==> src/rtl/frv_bitwise_mc.sv <==
// frv_bitwise_mc: multi-cycle bitwise unit for the execute stage.
// Funnel shifts (fsl/fsr) and wide rotate (mror) iterate through a fixed
// coarse rotate of STEP bits per cycle plus a log2(STEP)-level fine barrel
// for the remainder. cmov, bop and the no-op case finish in one cycle.
//
// Ports:
//   g_clk, g_resetn      clock; synchronous active-low reset
//   flush                abort any in-flight op (no ready for it)
//   valid / ready        request held until ready; ready is a 1-cycle pulse
//   rs1, rs2, rs3        XLEN-bit source operands (sampled at acceptance only)
//   bop_lut              8-entry truth table for bop
//   uop_fsl..uop_bop     op select, priority fsl > fsr > mror > cmov > bop
//   result               registered 2*XLEN-bit result, held until next load
module frv_bitwise_mc #(
  parameter int unsigned XLEN = 32,
  parameter int unsigned STEP = 8
) (
  input  logic                g_clk,
  input  logic                g_resetn,
  input  logic                flush,
  input  logic                valid,
  input  logic [XLEN-1:0]     rs1,
  input  logic [XLEN-1:0]     rs2,
  input  logic [XLEN-1:0]     rs3,
  input  logic [7:0]          bop_lut,
  input  logic                uop_fsl,
  input  logic                uop_fsr,
  input  logic                uop_mror,
  input  logic                uop_cmov,
  input  logic                uop_bop,
  output logic [2*XLEN-1:0]   result,
  output logic                ready
);

  localparam int unsigned SW = $clog2(XLEN) + 1;
  localparam int unsigned W2 = 2 * XLEN;
  localparam int unsigned FL = $clog2(STEP);

  typedef enum logic [1:0] {IDLE, ROT, DONE} state_t;

  state_t          state;
  logic [W2-1:0]   word;
  logic [SW-1:0]   rem;
  logic            left;
  logic            half;

  logic [W2-1:0]   rot_w;
  logic [SW-1:0]   rem_nxt;
  logic [XLEN-1:0] bop_val;
  logic [W2-1:0]   quick_res;
  logic            sel_fs;
  logic            sel_mror;
  logic            sel_cmov;
  logic            sel_bop;

  // Rotate x by a constant k in the given direction.
  function automatic logic [W2-1:0] rot_c(input logic [W2-1:0] x,
                                          input int unsigned k,
                                          input logic to_left);
    if (k == 0) return x;
    if (to_left) return (x << k) | (x >> (W2 - k));
    return (x >> k) | (x << (W2 - k));
  endfunction

  // One iteration: full STEP coarse rotate, or the fine barrel for the tail.
  always_comb begin
    rot_w   = word;
    rem_nxt = '0;
    if (rem >= SW'(STEP)) begin
      rot_w   = rot_c(word, STEP, left);
      rem_nxt = rem - SW'(STEP);
    end else begin
      for (int l = 0; l < int'(FL); l++) begin
        if (((int'(rem) >> l) & 1) != 0) rot_w = rot_c(rot_w, 1 << l, left);
      end
    end
  end

  // Op decode in priority order; fsl and fsr share the funnel datapath.
  always_comb begin
    sel_fs   = uop_fsl | uop_fsr;
    sel_mror = !sel_fs && uop_mror;
    sel_cmov = !sel_fs && !uop_mror && uop_cmov;
    sel_bop  = !sel_fs && !uop_mror && !uop_cmov && uop_bop;
  end

  // Single-cycle ops: cmov, bop, and zero for no op selected.
  always_comb begin
    for (int i = 0; i < int'(XLEN); i++) bop_val[i] = bop_lut[{rs1[i], rs2[i], rs3[i]}];
    quick_res = '0;
    if (sel_cmov)     quick_res = {{XLEN{1'b0}}, ((|rs2) ? rs1 : rs3)};
    else if (sel_bop) quick_res = {{XLEN{1'b0}}, bop_val};
  end

  // Control FSM with registered result and ready.
  always_ff @(posedge g_clk) begin
    if (!g_resetn) begin
      state  <= IDLE;
      result <= '0;
      ready  <= 1'b0;
      rem    <= '0;
      word   <= '0;
      left   <= 1'b0;
      half   <= 1'b0;
    end else if (flush) begin
      state <= IDLE;
      ready <= 1'b0;
    end else begin
      case (state)
        IDLE: begin
          ready <= 1'b0;
          if (valid) begin
            if (sel_fs) begin
              word  <= {rs1, rs3};
              rem   <= rs2[SW-1:0];
              left  <= uop_fsl;
              half  <= 1'b1;
              state <= ROT;
            end else if (sel_mror) begin
              word  <= {rs1, rs2};
              rem   <= rs3[SW-1:0];
              left  <= 1'b0;
              half  <= 1'b0;
              state <= ROT;
            end else begin
              result <= quick_res;
              ready  <= 1'b1;
              state  <= DONE;
            end
          end
        end
        ROT: begin
          word <= rot_w;
          rem  <= rem_nxt;
          if (rem_nxt == '0) begin
            // Funnel shifts return the upper half of the rotated pair.
            result <= half ? {{XLEN{1'b0}}, rot_w[W2-1:XLEN]} : rot_w;
            ready  <= 1'b1;
            state  <= DONE;
          end
        end
        DONE: begin
          ready <= 1'b0;
          state <= IDLE;
        end
        default: begin
          ready <= 1'b0;
          state <= IDLE;
        end
      endcase
    end
  end

endmodule
==> config.mk <==
export PLATFORM = sky130hd
export DESIGN_NAME = frv_bitwise_mc
export DESIGN_NICKNAME = d
export VERILOG_FILES = /design/src/rtl/frv_bitwise_mc.sv
export SDC_FILE = /design/constraint.sdc
export NUM_CORES = 1
export LEC_CHECK = 0
export CAP_MARGIN = 10
export CORE_MARGIN = 3
export CORE_UTILIZATION = 59
export CTS_CLUSTER_SIZE = 10
export DETAILED_ROUTE_END_ITERATION = 10
export PLACE_DENSITY = 0.91
export SETUP_SLACK_MARGIN = 0.1
export SKIP_CTS_REPAIR_TIMING = 1
export SKIP_LAST_GASP = 1
export SLEW_MARGIN = 20
export SYNTH_ARGS = -nofsm -noshare
export SYNTH_HDL_FRONTEND = slang
export SYNTH_SLANG_ARGS = --single-unit
==> constraint.sdc <==
create_clock -name g_clk -period 2.46 [get_ports g_clk]
set_input_delay 0.615 -clock g_clk [delete_from_list [all_inputs] [get_ports g_clk]]
set_output_delay 0.615 -clock g_clk [all_outputs]
set_load 0.005 [all_outputs]
==> summary.txt, run 1 <==
Synth
  • Multiplexer share of the synthesized area: 25.4%
  • Number of warnings printed during yosys synthesis: 0
  • Synth Area per Inst: 7.71 um^2
  • Area fraction in and, or, nand and nor cells after synthesis: 19.1%
  • Share of the synthesized netlist area taken by xor and xnor gates: 0%
  • Register bit count reported by yosys: 139
  • Synth Instances: 2155
  • Fraction of the mapped netlist area in adder cells: less than 1%
  • Synth Cell Area: 0.0166 mm^2
  • Synthesized-area fraction occupied by ao, oa, aoi and oai cells: 30.1%
  • Synth async-reset ratio: 0%
  • Sequential fraction of the synthesis area: 16.7%
  • Top FF cell, synth: sky130_fd_sc_hd__dfxtp_1
  • Count of cell types in the netlist: 88
  • Syn nets: 2269
  • Post-synth EDFFs: 0
  • Dominant combinational cell family by area after synthesis: compound AO/OA/AOI/OAI gates

Run status
  • Run status: aborted with a tool error
  • Error msg: [ERROR GRT-0116] Global routing finished with congestion. Check the congestion regions in the DRC Viewer.
  • Stopped at: 5_1_grt

CTS
  • Number of levels in the clock H-tree: 4
  • Maximum buffer depth of the clock tree: 2
  • Cts bufs inserted: 17
  • Clock Sinks: 139
  • Clk Tree Root Cell: sky130_fd_sc_hd__clkbuf_16

Global routing
  • Maximum number of pins on one net before global-route repair: between 50 and 60
  • Total global-route track usage: 80.5%
  • Total congestion overflow after global routing: 339
  • Global-route wire length before repair: 190000 um
  • Vias in the first global route: 28089

Place
  • Total of buffers placed on input and output ports: 177
  • DPL Wire Length: 68300 um
  • Final weighted congestion in routability-driven placement: 1.30

Floorplanning
  • Die span in x: 174 um
  • Starting Density: 60.8%
  • Y dimension of the die: about 170 um
  • Standard-cell rows: 60
  • Count of pins on the block boundary: 178
-- per-layer routing --
layer	GRT overflow	GRT usage [%]
met5	6	47.6
met4	128	82.3
met3	17	75.6
met2	155	89.5
met1	33	78.2
-- stage by stage --
stage,setup slack (ns),TNS [ns],cell area (um^2),hold slack (ns),instances
2_1_floorplan,0.177,0,16600,0.442,2155
3_3_place_gp,-0.518,-24.36,21100,0.433,2843
3_5_place_dp,-0.698,-39.24,21100,0.441,2843
4_1_cts,-0.400,-10.41,21600,0.471,2875
-- logic make-up after synthesis --
family,count (synthesis)
AO/OA/AOI/OAI,739
AND/OR/NAND/NOR,686
multiplexers,302
buffers and inverters,288
flip-flops,139
adder cells (fa/ha/maj),1
-- Yosys cell counts, types with 8 or more instances --
library cell | number | area (um^2)
sky130_fd_sc_hd__nand2_1 | 251 | 942
sky130_fd_sc_hd__nor2_1 | 175 | 657
sky130_fd_sc_hd__clkbuf_1 | 160 | 601
sky130_fd_sc_hd__a21oi_1 | 151 | 756
sky130_fd_sc_hd__mux2i_1 | 148 | 1480
sky130_fd_sc_hd__o21ai_0 | 142 | 711
sky130_fd_sc_hd__dfxtp_1 | 139 | 2780
sky130_fd_sc_hd__mux4_2 | 88 | 1980
sky130_fd_sc_hd__mux2_2 | 60 | 676
sky130_fd_sc_hd__a31oi_1 | 56 | 350
sky130_fd_sc_hd__nand2b_1 | 54 | 338
sky130_fd_sc_hd__buf_2 | 52 | 260
sky130_fd_sc_hd__nand3_1 | 52 | 260
sky130_fd_sc_hd__nor3_1 | 46 | 230
sky130_fd_sc_hd__o22ai_1 | 45 | 282
sky130_fd_sc_hd__a211oi_1 | 44 | 330
sky130_fd_sc_hd__o211ai_1 | 41 | 308
sky130_fd_sc_hd__buf_4 | 35 | 263
sky130_fd_sc_hd__a22oi_1 | 31 | 233
sky130_fd_sc_hd__a311oi_1 | 29 | 254
sky130_fd_sc_hd__a21o_1 | 23 | 173
sky130_fd_sc_hd__buf_6 | 17 | 191
sky130_fd_sc_hd__nor2b_1 | 17 | 106
sky130_fd_sc_hd__and3_1 | 16 | 100
sky130_fd_sc_hd__o221ai_1 | 16 | 140
sky130_fd_sc_hd__a311o_1 | 15 | 150
sky130_fd_sc_hd__o21ai_1 | 14 | 70.1
sky130_fd_sc_hd__nor3b_1 | 12 | 90.1
sky130_fd_sc_hd__nor4_1 | 12 | 75.1
sky130_fd_sc_hd__a311oi_2 | 11 | 165
sky130_fd_sc_hd__nand4_1 | 11 | 68.8
sky130_fd_sc_hd__a32o_1 | 10 | 100
sky130_fd_sc_hd__and2_1 | 10 | 62.6
sky130_fd_sc_hd__inv_1 | 10 | 37.5
sky130_fd_sc_hd__buf_1 | 9 | 33.8
sky130_fd_sc_hd__o31ai_1 | 9 | 67.6
sky130_fd_sc_hd__a211o_1 | 8 | 70.1
==> run 2, diff against run 1 <==
--- a/config.mk
+++ b/config.mk
@@ -7,11 +7,9 @@
 export LEC_CHECK = 0
 export CAP_MARGIN = 10
 export CORE_MARGIN = 3
-export CORE_UTILIZATION = 59
-export CTS_CLUSTER_SIZE = 10
+export CORE_UTILIZATION = 40
 export DETAILED_ROUTE_END_ITERATION = 10
-export PLACE_DENSITY = 0.91
-export SETUP_SLACK_MARGIN = 0.1
+export PLACE_DENSITY_LB_ADDON = 0.15
 export SKIP_CTS_REPAIR_TIMING = 1
 export SKIP_LAST_GASP = 1
 export SLEW_MARGIN = 20
==> run 2 against run 1 <==
Net effect: the flow now finishes, with violations (setup timing); synthesized area stayed put; synthesized cell count stayed put.
==> summary.txt, run 2 <==
STA
  • # setup viols final: 14
  • Hold Vio Cnt, Final: 0
  • Final worst hold slack: 0.450 ns
  • Final setup skew: 0.0137 ns
  • Slew at the pin closest to its max-slew limit: 0.874 ns
  • Relative slew slack: between 40% and 50%
  • Slew Limit Fails: 0
  • Max Fclk: 395 MHz
  • Minimum setup slack in the final design: -0.0729 ns
  • Post-route clock period utilization: 103%
  • Unrepaired setup endpoints after global routing: yes
  • Min cycle time layout: 2.53 ns

CTS
  • Clk Tree Root Cell: sky130_fd_sc_hd__clkbuf_16
  • CTS tree: done
  • Cts bufs inserted: 17
  • Clk_lat worst skew: ~0.46 ns
  • Clock transition time at the flip-flop clock pins of the worst setup and hold paths: roughly 0.080 ns
  • Clock Sinks: ~140
  • Maximum buffer depth of the clock tree: 2
  • Number of levels in the clock H-tree: 4

Final layout
  • Fin cells: 3315
  • Most frequent cells in the layout: sky130_fd_sc_hd__buf_4, sky130_fd_sc_hd__nand2_1, sky130_fd_sc_hd__nor2_1, sky130_fd_sc_hd__clkdlybuf4s50_1, sky130_fd_sc_hd__a21oi_1
  • Register Area: 0.00280 mm^2
  • Net count of the finished layout: about 2900
  • Filler cells: approximately 3600
  • Area occupied by multi-input gates: between 0.01 and 0.015 mm^2
  • Area growth from synthesis to layout: 53.0%
  • Largest registers: result x64, word x64, rem x6
  • Fraction of layout cells with a size suffix above 1: between 30% and 40%
  • Commonest non-fill, non-tap cell in the layout: sky130_fd_sc_hd__buf_4

Floorplanning
  • Standard-cell rows: 74
  • Die span in x: 210 um
  • Y dimension of the die: 210 um
  • Count of pins on the block boundary: 178
  • Die area: 0.0440 mm^2
  • Starting Density: 40.6%
  • Core area: 0.0409 mm^2

Critical path
  • Category of the critical setup timing path: reg -> reg
  • Worst endpoint required time: 2.79 ns
  • List of cells traversed by the critical path: buf_12, buf_12, buf_8, clkinv_8, buf_12, mux2i_1, a211oi_1, a211oi_4, buf_12, o211ai_1, a31oi_1
  • Most frequent cell on the critical path: sky130_fd_sc_hd__buf_12
  • Endpoint arrival time on the critical path: 2.86 ns
  • Maximum fanout along the worst path: 7
  • Slowest CP cell: sky130_fd_sc_hd__a211oi_1
  • Endpoint class of the critical path: flop
  • Critical path startpoint category: flop
  • Largest stage delay, worst path: 0.42 ns

Global routing
  • Met1 global-route usage: 57.6%
  • Grt peak-use layer: met2
  • Global routing met2 resource utilization: between 60% and 70%
  • Total global-route track usage: a little over two fifths
  • Number of antenna violations at the first check in global routing: 2
  • Global-route wire length before repair: 144000 um
  • Total congestion overflow after global routing: 0
  • Maximum number of pins on one net before global-route repair: 76
  • Vias in the first global route: 21108
  • Met3 GRT Util: 11.2%

Place
  • Number of cells after detailed placement: around 3200
  • Final weighted congestion in routability-driven placement: 1.13
  • Total of buffers placed on input and output ports: 177
  • DPL Wire Length: 80500 um
  • Setup slack at placement: -0.777 ns

Synth
  • Commonest cells in the netlist: sky130_fd_sc_hd__nand2_1, sky130_fd_sc_hd__nor2_1, sky130_fd_sc_hd__clkbuf_1
  • Count of cell types in the netlist: slightly below 90
  • Main area contributors after synthesis: sky130_fd_sc_hd__dfxtp_1, sky130_fd_sc_hd__mux4_2, sky130_fd_sc_hd__mux2i_1
  • Synth Cell Area: 0.0166 mm^2
  • Synth Instances: 2155
  • Post-synth EDFFs: 0
  • Most frequent cell after synthesis: sky130_fd_sc_hd__nand2_1
  • Synth async-reset ratio: 0%
  • Register bit count reported by yosys: 139
  • Top FF cell, synth: sky130_fd_sc_hd__dfxtp_1
  • Number of warnings printed during yosys synthesis: 0
  • Synth Area per Inst: 7.71 um^2
  • Syn nets: 2269
  • Sequential fraction of the synthesis area: 16.7%
  • Largest area contributor in the netlist: sky130_fd_sc_hd__dfxtp_1
  • Area share of the largest cell type after synthesis: 16.7%

Hold path
  • Min-delay worst type: reg -> reg

Pwr
  • Reported leakage power: 9.63 nW
  • Clk pwr share: 25.5%
  • Pint: 6.21 mW
  • Combinational fraction of design power: 50.4%
  • Pwr dens: 425 mW/mm^2
  • Fraction of power consumed by sequential logic: 24.1%
  • Maximum resistive drop on vdd: 0.548 mV
  • Sw Pwr: around 4.6 mW
  • Fraction of power spent switching nets: 42.6%

Routing
  • Average routed wire per standard cell: 31.3 um
  • Number of vias after detailed routing: 22380
  • DRC marker count from the first detailed-route iteration: 3222
  • Remaining antenna violation count: 0
  • Total Routed Length: a little over 100000 um
  • DR pass1 iterations: 7
  • Ratio of routed vias to standard cells: 6.75
  • DRC Markers: 0

Job
  • Number of max-capacitance violations reported: 0

Run status
  • Run status: finished, violations left
  • Failing checks: setup timing
-- run 2: worst max-delay path, delay by kind of cell (launching register included) --
kind | cells | cell delay (ns)
AOI/OAI and AO/OA | 4 | 1.07
DFF | 1 | 0.40
buffers and inverters | 6 | 0.80
muxes | 1 | 0.12
-- run 2: metrics by stage --
step	power, mW	cell area [um^2]	setup TNS, ns	utilization, %
final	10.8	25400	-0.375	62.1
after global routing	11.0	25400	-0.836	62.1
after CTS	10.1	23900	-14.22	58.3
after detailed placement	7.38	23300	-33.58	56.8
after global placement	7.38	23300	-32.90	56.8
after floorplan	4.66	16600	0	-
-- run 2: worst paths after layout --
kind,start,endpoint,slack (ns),depth (start not counted)
min,ready$_SDFFE_PP0P_,ready$_SDFFE_PP0P_,0.45,2
min reg2reg,ready$_SDFFE_PP0P_,ready$_SDFFE_PP0P_,0.45,2
max,left$_SDFFE_PN0P_,result[3]$_SDFFE_PN0P_,-0.07,11
max reg2reg,left$_SDFFE_PN0P_,result[3]$_SDFFE_PN0P_,-0.07,11
-- run 2: routing by layer --
layer	vias up	routed length, um	part of all wire (%)
met2	1800	43100	42
met1	10711	39200	38
li1	9454	-	-
met3	413	13100	13
met5	-	13	0.013
met4	2	8250	8.0
-- run 2: logic make-up (layout without fill, tap and decap cells) --
family          after synthesis  count (layout)  share of synthesized area (%)
compound gates              739             739                           30.1
fa+ha+maj                     1               1                         0.0752
buf+inv                     288             915                           8.54
flops                       139             139                           16.7
mux                         302             302                           25.4
other cells                   0               1                              0
simple gates                686             686                           19.1
-- run 2: power by group through the flow --
stage	Clock [mW]	Combinational [mW]	Sequential (mW)
final	2.76	5.45	2.61
after global routing	2.84	5.58	2.60
after CTS	2.74	4.77	2.59
after detailed placement	0	4.74	2.64
after global placement	0	4.74	2.64
after floorplan	0	2.20	2.47
-- run 2: layout make-up --
type / instances / area share, %
multi-input combinational: 1728 / 52.3
timing repair buffer: 872 / 31.4
sequential: 139 / 11.0
tap: 532 / 2.62
clock buffer: 17 / 1.67
clock inverter: 15 / 0.743
inverter: 11 / 0.212
antenna: 1 / 0.00984
(Power assumes the default switching activity.)
==> run 3, diff against run 2 <==
--- a/config.mk
+++ b/config.mk
@@ -9,7 +9,10 @@
 export CORE_MARGIN = 3
 export CORE_UTILIZATION = 40
 export DETAILED_ROUTE_END_ITERATION = 10
+export DONT_BUFFER_PORTS = 1
+export HOLD_SLACK_MARGIN = 0.08
 export PLACE_DENSITY_LB_ADDON = 0.15
+export RECOVER_POWER = 25
 export SKIP_CTS_REPAIR_TIMING = 1
 export SKIP_LAST_GASP = 1
 export SLEW_MARGIN = 20
==> run 3 against run 2 <==
Net effect: count of clock-buffer cells in the layout unchanged; first-iteration DRC count shrank 5.5%; global-route usage decreased by 0.42 points; fmax shrank 2.6%; the run still ends with setup timing left; clock skew up 0.0020 ns; sequential power about the same; largest power group unchanged.
==> summary.txt, run 3 (synthesis results as in run 2) <==
Hold path
  • Hold Crit Depth: 2
  • Min-delay worst type: in -> reg

Floorplanning
  • Core area: just over 0.04 mm^2
  • Die span in x: 210 um
  • Starting Density: ~40%
  • Standard-cell rows: 74
  • Die area: 0.0440 mm^2
  • Y dimension of the die: 210 um
  • Count of pins on the block boundary: ~180

Pwr
  • Pwr dens: 461 mW/mm^2
  • Maximum resistive drop on vdd: around 0.44 mV
  • Reported leakage power: 7.67 nW

Final layout
  • Most frequent cells in the layout: sky130_fd_sc_hd__buf_4, sky130_fd_sc_hd__nand2_1, sky130_fd_sc_hd__nor2_1, sky130_fd_sc_hd__a21oi_1, sky130_fd_sc_hd__mux2i_1
  • Commonest non-fill, non-tap cell in the layout: sky130_fd_sc_hd__buf_4
  • Largest registers: result x64, word x64, rem x6
  • Antenna diode instance count: 0
  • Net count of the finished layout: between 2000 and 3000
  • Fin cells: 2931
  • Area growth from synthesis to layout: 28.8%
  • Fraction of layout cells with a size suffix above 1: 33.6%

CTS
  • Cts bufs inserted: 17
  • Maximum buffer depth of the clock tree: 2
  • Clk_lat worst skew: about 0.46 ns
  • Clock transition time at the flip-flop clock pins of the worst setup and hold paths: ~0.08 ns
  • Clk Tree Root Cell: sky130_fd_sc_hd__clkbuf_16
  • Clock Sinks: 139
  • CTS tree: done
  • Number of levels in the clock H-tree: 4

Critical path
  • Path depth of the worst reg2reg path: 10
  • Critical path startpoint category: flop
  • Maximum fanout along the worst path: 11
  • Endpoint arrival time on the critical path: between 2 and 3 ns
  • Worst endpoint required time: between 2 and 3 ns
  • Endpoint class of the critical path: flop
  • Category of the critical setup timing path: reg -> reg

STA
  • Max Fclk: a little under 400 MHz
  • Relative slew slack: 48.7%
  • Post-route clock period utilization: 106%
  • Final setup skew: 0.0158 ns
  • Slew Limit Fails: 0
  • # setup viols final: 15
  • Aggregate negative setup slack: -0.552 ns
  • Minimum setup slack in the final design: -0.142 ns
  • Slew at the pin closest to its max-slew limit: 0.770 ns
  • Min cycle time layout: 2.60 ns
  • Final worst hold slack: roughly 0.31 ns
  • Unrepaired setup endpoints after global routing: yes
  • Hold Vio Cnt, Final: 0

Routing
  • Total Routed Length: ~100000 um
  • DR pass1 iterations: 7
  • Ratio of routed vias to standard cells: 7.06
  • DRC Markers: 0
  • Remaining antenna violation count: 0
  • DRC marker count from the first detailed-route iteration: 3044
  • Average routed wire per standard cell: 34.7 um
  • Number of vias after detailed routing: 20693

Place
  • Setup slack at placement: -0.371 ns
  • Number of cells after detailed placement: 2880
  • Final weighted congestion in routability-driven placement: 1.05
  • Total of buffers placed on input and output ports: 0
  • DPL Wire Length: 78200 um

Global routing
  • Global-route wire length before repair: 141000 um
  • Total global-route track usage: 43.6%
  • Vias in the first global route: 19273
  • Maximum number of pins on one net before global-route repair: 89
  • Total congestion overflow after global routing: 0
  • Number of antenna violations at the first check in global routing: 0

Run status
  • Failing checks: setup timing
  • Run status: finished, violations left

Job
  • Number of max-capacitance violations reported: 0
==> run 3: cell count changes in the layout (fill, tap and decap cells not counted), sizes merged <==
cell / delta
dlymetal6s2s: -20
clkinv: -3
buf: -205
clkbuf: -2
diode: -1
inv: +3
clkdlybuf4s50: -156
==> run 3: final cells by class <==
class                   count  area (um^2)
fillers                  4032        19500
multi-input cells        1728        13000
repair buffers            489         4340
flip-flops and latches    139         2800
well taps                 532          666
clock buffers              17          425
clock inverters            15          184
inverters                  11         41.3
==> run 3: metrics by stage <==
stage	power (mW)	cell area, um^2	util (%)
finish	9.87	21400	52.3
global placement	6.70	20000	48.8
floorplan	4.66	16600	-
detailed placement	6.70	20000	48.8
global route	10.1	21400	52.3
CTS	9.41	20600	50.2
==> run 3: critical path: stages, from the launching register on <==
cell	delay (ns)
sky130_fd_sc_hd__dfxtp_4	0.42
sky130_fd_sc_hd__buf_4	0.22
sky130_fd_sc_hd__nand2_8	0.10
sky130_fd_sc_hd__buf_12	0.16
sky130_fd_sc_hd__o22ai_1	0.29
sky130_fd_sc_hd__nor3_1	0.17
sky130_fd_sc_hd__o311ai_1	0.44
sky130_fd_sc_hd__buf_4	0.24
sky130_fd_sc_hd__o311ai_2	0.17
sky130_fd_sc_hd__buf_4	0.18
sky130_fd_sc_hd__a31oi_1	0.13
==> run 3: power by group <==
part / internal (mW) / total (mW) / leakage, nW / switching [mW]
Clock: 1.39 / 2.76 / 0.298 / 1.37
Sequential: 2.36 / 2.63 / 1.13 / 0.268
Combinational: 1.92 / 4.48 / 6.24 / 2.56
Total: 5.67 / 9.87 / 7.67 / 4.20
==> run 3: routing by layer <==
layer,GRT usage [%],wire length [um],vias up
met5,0,0,-
met4,20.0,5890,0
met3,14.9,14200,271
met2,62.2,41900,1615
met1,59.1,39600,10110
li1,-,-,8697
==> run 3: final timing paths <==
check,startpoint,to,slack [ns]
max,left$_SDFFE_PN0P_,result[5]$_SDFFE_PN0P_,-0.14
min,rs1[0],word[32]$_SDFFE_PN0P_,0.31
max reg2reg,left$_SDFFE_PN0P_,result[5]$_SDFFE_PN0P_,-0.14
min reg2reg,result[44]$_SDFFE_PN0P_,result[44]$_SDFFE_PN0P_,0.49
